<file path="config.mk">
export PLATFORM = sky130hd
export DESIGN_NAME = ecc_syndrome_calc
export DESIGN_NICKNAME = d
export VERILOG_FILES = /design/src/rtl/ecc_pkg.sv /design/src/rtl/ecc_syndrome_calc.sv
export SDC_FILE = /design/constraint.sdc
export NUM_CORES = 1
export LEC_CHECK = 0
export CAP_MARGIN = 20
export CORE_AREA = 2 2 39 41
export DETAILED_ROUTE_END_ITERATION = 12
export DIE_AREA = 0 0 41 43
export MAX_ROUTING_LAYER = met4
export PLACE_DENSITY_LB_ADDON = 0.2
export SLEW_MARGIN = 20
export SYNTH_ARGS = -nofsm -noshare
export SYNTH_HDL_FRONTEND = slang
export SYNTH_SLANG_ARGS = --single-unit
</file>
<file path="constraint.sdc">
create_clock -name vclk -period 0.8
set_input_delay 0.16 -clock vclk [all_inputs]
set_output_delay 0.16 -clock vclk [all_outputs]
set_load 0.005 [all_outputs]
</file>
<file path="src/rtl/ecc_pkg.sv">
// Shared definitions for the Hamming(12,8) stream checker: status codes,
// codeword bit positions and the parity generator used by the syndrome stage.
package ecc_pkg;

    typedef enum logic [1:0] {
        ECC_OK        = 2'b00,
        ECC_CORR_DATA = 2'b01,
        ECC_CORR_PAR  = 2'b10,
        ECC_UNCORR    = 2'b11
    } ecc_status_t;

    localparam int DATA_W = 8;
    localparam int PAR_W  = 4;
    localparam int SYN_W  = 4;

    // Codeword positions (1-based); element i belongs to p(2^i) or d(i).
    localparam logic [PAR_W-1:0][3:0]  PAR_POS  = {4'd8, 4'd4, 4'd2, 4'd1};
    localparam logic [DATA_W-1:0][3:0] DATA_POS = {4'd12, 4'd11, 4'd10, 4'd9,
                                                   4'd7,  4'd6,  4'd5,  4'd3};

    // Parity bit k covers every data bit whose position has bit k set.
    function automatic logic [PAR_W-1:0] ecc_calc_parity(input logic [DATA_W-1:0] d);
        logic [PAR_W-1:0] p;
        p = '0;
        for (int k = 0; k < PAR_W; k++) begin
            for (int i = 0; i < DATA_W; i++) begin
                if (DATA_POS[i][k]) begin
                    p[k] = p[k] ^ d[i];
                end
            end
        end
        return p;
    endfunction

    function automatic logic ecc_is_par_pos(input logic [SYN_W-1:0] syn);
        logic hit;
        hit = 1'b0;
        for (int k = 0; k < PAR_W; k++) begin
            if (syn == PAR_POS[k]) begin
                hit = 1'b1;
            end
        end
        return hit;
    endfunction

endpackage

</file>
<file path="src/rtl/ecc_syndrome_calc.sv">
// Combinational syndrome generator for one received codeword.
// With ECC_SECDED_EN it also flags an overall even-parity mismatch.
module ecc_syndrome_calc
    import ecc_pkg::*;
(
    input  logic [DATA_W-1:0] data,
    input  logic [PAR_W-1:0]  parity,
`ifdef ECC_SECDED_EN
    input  logic              ovp,
    output logic              ovp_mismatch,
`endif
    output logic [SYN_W-1:0]  syndrome
);

    assign syndrome = ecc_calc_parity(data) ^ parity;

`ifdef ECC_SECDED_EN
    // Even parity over all 13 received bits must come out zero.
    assign ovp_mismatch = ^{data, parity, ovp};
`endif

endmodule

</file>
Yosys cells after proc, flatten, opt, wreduce, memory -nomap -nowiden
Index checks and enable logic that the tools add are counted.
{"block": "op_classes", "magnitude_cmp": 0, "div_mod_pow": 0, "n_addsub": 0, "n_mux": 0, "n_eq_ne": 0, "bitwise_logic": 15, "reduce_logical": 0, "multipliers": 0, "shifts": 0}
{"operator": "bitwise XOR 1 bit", "count": 14}
{"operator": "bitwise XOR 4 bit", "count": 1}
{"block": "word_totals", "ram_bits": 0, "reg_bits": 0, "latchBits": 0, "romBits": 0, "n_memories": 0, "out_inout_bits": 4}

Longest topological paths before layout
{"block": "depth", "depth_word": 5, "depth_mapped": 2}

Worst setup path after synthesis
OpenSTA, ideal clock, no wires.
{"block": "synth_timing", "path_type": "input-to-output", "start": "input port data[1]", "end": "output port syndrome[0]", "stages": 2, "slack_ns": -0.097, "arrival_ns": 0.737, "path_cell_list": "xnor2_2 > xnor3_1"}
{"block": "synth_between", "elab_chain_len": 5}
{"item": "start, declared", "line_no": "ecc_syndrome_calc.sv:6", "rtl": "input logic [DATA_W-1:0] data,"}
{"item": "bitwise XOR 1 bit (4 in a row)", "line_no": "ecc_pkg.sv:28", "rtl": "p[k] = p[k] ^ d[i];"}
{"item": "bitwise XOR 4 bit", "line_no": "ecc_syndrome_calc.sv:15", "rtl": "assign syndrome = ecc_calc_parity(data) ^ parity;"}
{"item": "end, declared", "line_no": "ecc_syndrome_calc.sv:12", "rtl": "output logic [SYN_W-1:0] syndrome"}
No other way between the ends.

Worst setup path in the final report
{"block": "layout_timing", "start": "input port data[5]", "end": "output port syndrome[1]"}
{"block": "layout_between", "elab_chain_len": 3}
{"item": "bitwise XOR 1 bit (2 in a row)", "line_no": "ecc_pkg.sv:28"}
{"item": "bitwise XOR 4 bit", "line_no": "ecc_syndrome_calc.sv:15"}
No other way between the ends.

==> impl_metrics.json <==
{
  "yosysTopAreaCell": "xnor3_1",
  "startpoint_type": "input port",
  "ios": 16,
  "layout_common_cells": "buf_6, buf_2, xnor3_1, xnor2_2, buf_8",
  "setup_violations": 4,
  "drc": 0,
  "yosys_warnings": 0,
  "ys_types": 4,
  "core_area_sq_mm": 0.00138,
  "grt-ovfl-total": 0,
  "drv_slew": 0,
  "drtIter0Drc": 1,
  "dp_hpwl_um": 393,
  "filler_cell_count": 152,
  "rsz0062_at_grt": "yes",
  "synth_nets": 24,
  "row_count": 14,
  "final_common_cell": "buf_6",
  "tightest_slew_ns": 0.139,
  "grt_max_degree": 3,
  "drtAntennaViolNets": 0,
  "hp-class": "input port to output pin",
  "routedWlPerCell_um": 8.98,
  "internal_power_uw": 244,
  "total_power_uw": 351,
  "maxCapViolCount": 0,
  "cp.required_ns": 0.64,
  "p_sw_uw": 107,
  "fin_crit_ns": 1.10,
  "pwr-share-seq": 0,
  "maxSlewHeadroom": 0.907,
  "multi_input_comb_area_sq_um": 228,
  "seq_area_sq_um": 0,
  "dieArea_sq_mm": 0.00176,
  "clkPwrFrac": 0,
  "synth_area_leaders": "xnor3_1, xnor2_1, xor2_1",
  "nets": 47,
  "dp_cells": 47,
  "die_x_um": 41,
  "start_util": 0.121,
  "grt_use_total": 0.0577,
  "postSynthAreaPerCell_sq_um": 14.0,
  "io_buffers": 16,
  "grt_pass1_wl_um": 710,
  "pwr_density_cell_mw_per_mm2": 803,
  "timing_worst_setup_path_type": "input port to output pin",
  "dieHeight_um": 43,
  "avgViaCountPerCell": 3.47,
  "switching_share": 0.306,
  "fmax_mhz": 911,
  "p_comb_frac": 1.000,
  "synth-seq-area-share": 0,
  "final_cell_count_no_fill": 49,
  "dpl-instance-area_sq_um": 397,
  "leakagePower_uw": 0.000232,
  "violations": "setup timing",
  "grt_pass1_vias": 189,
  "vias": 170,
  "synthCells": 12,
  "endpoint_kind": "output pin",
  "postLayoutCellArea_sq_um": 438,
  "netlist.area_leader.share": 0.537,
  "routabilityCongestion": 0.568,
  "outcome": "finished with violations",
  "netlist_area_sq_um": 168,
  "drive_above_1_share": 0.818,
  "period_share": 1.37,
  "peakVddDrop_mv": 0.302,
  "hold_viol": 0,
  "syn2layout_area_growth_pct": 161,
  "final.clkbuf_count": 0,
  "fin_ws_ns": -0.298,
  "arrival_ns": 0.94,
  "firstDrtPassIters": 4,
  "routed_wl_um": 440,
  "cp_max_fo": 2,
  "seq_cells": 0,
  "antenna_found_initial": 0,
  "num_antenna_cells": 0
}
-- power by group through the flow --
stage               combinational [uW]  sequential, uW  clock, uW
global route                       373               0          0
floorplan                          157               0          0
global placement                   364               0          0
finish                             351               0          0
CTS                                337               0          0
detailed placement                 369               0          0
-- per-stage QoR --
stage          setup slack [ns]  setup TNS (ns)  hold WS (ns)  utilization
2_1_floorplan           -0.0781          -0.218         0.481            -
3_3_place_gp              -1.11           -4.36          1.43        0.287
3_5_place_dp              -1.13           -4.43          1.45        0.287
4_1_cts                  -0.359           -1.23         0.770        0.297
5_1_grt                  -0.319           -1.21         0.741        0.316
6_report                 -0.298           -1.10         0.718        0.316
-- timing repair --
item / CTS / global route
hold buffers: 0 / 0
buffers inserted: 3 / 0
resized for setup: 69 / 15
endpoints found under the setup margin: 4 / 4
pin swaps: 10 / 7
-- kinds of logic (layout without fill, tap and decap cells) --
| family | after synthesis | after routing | share of synthesized area |
|---|---|---|---|
| xor gates and xnor gates | 12 | 12 | 1.00 |
| buffers and inverters | 0 | 21 | 0 |
-- area by class of cell --
| cell class | instances | share of cell area |
|---|---|---|
| multi-input combinational | 12 | 0.520 |
| timing repair buffer | 21 | 0.434 |
| tap | 16 | 0.0457 |
-- worst max-delay path: stages --
cell and delay (ns):
buf_8 0.10, xnor2_2 0.13, xnor3_1 0.41, buf_2 0.14
-- cell usage after synthesis (all sizes together) --
| cell type | number |
|---|---|
| xnor3 | 4 |
| xnor2 | 6 |
| xor2 | 2 |
-- worst paths after layout --
kind | startpoint | end | slack [ns] | cells after the start
max | data[5] | syndrome[1] | -0.30 | 4
min | data[7] | syndrome[3] | 0.72 | 4
-- per-layer routing --
metal | vias to the layer above | part of all wire | track usage
li1 | 82 | - | -
met1 | 76 | 0.42 | 0.0744
met2 | 12 | 0.48 | 0.103
met3 | 0 | 0.10 | 0
met4 | 0 | 0 | 0
met5 | - | 0 | -
(Power assumes the default switching activity.)
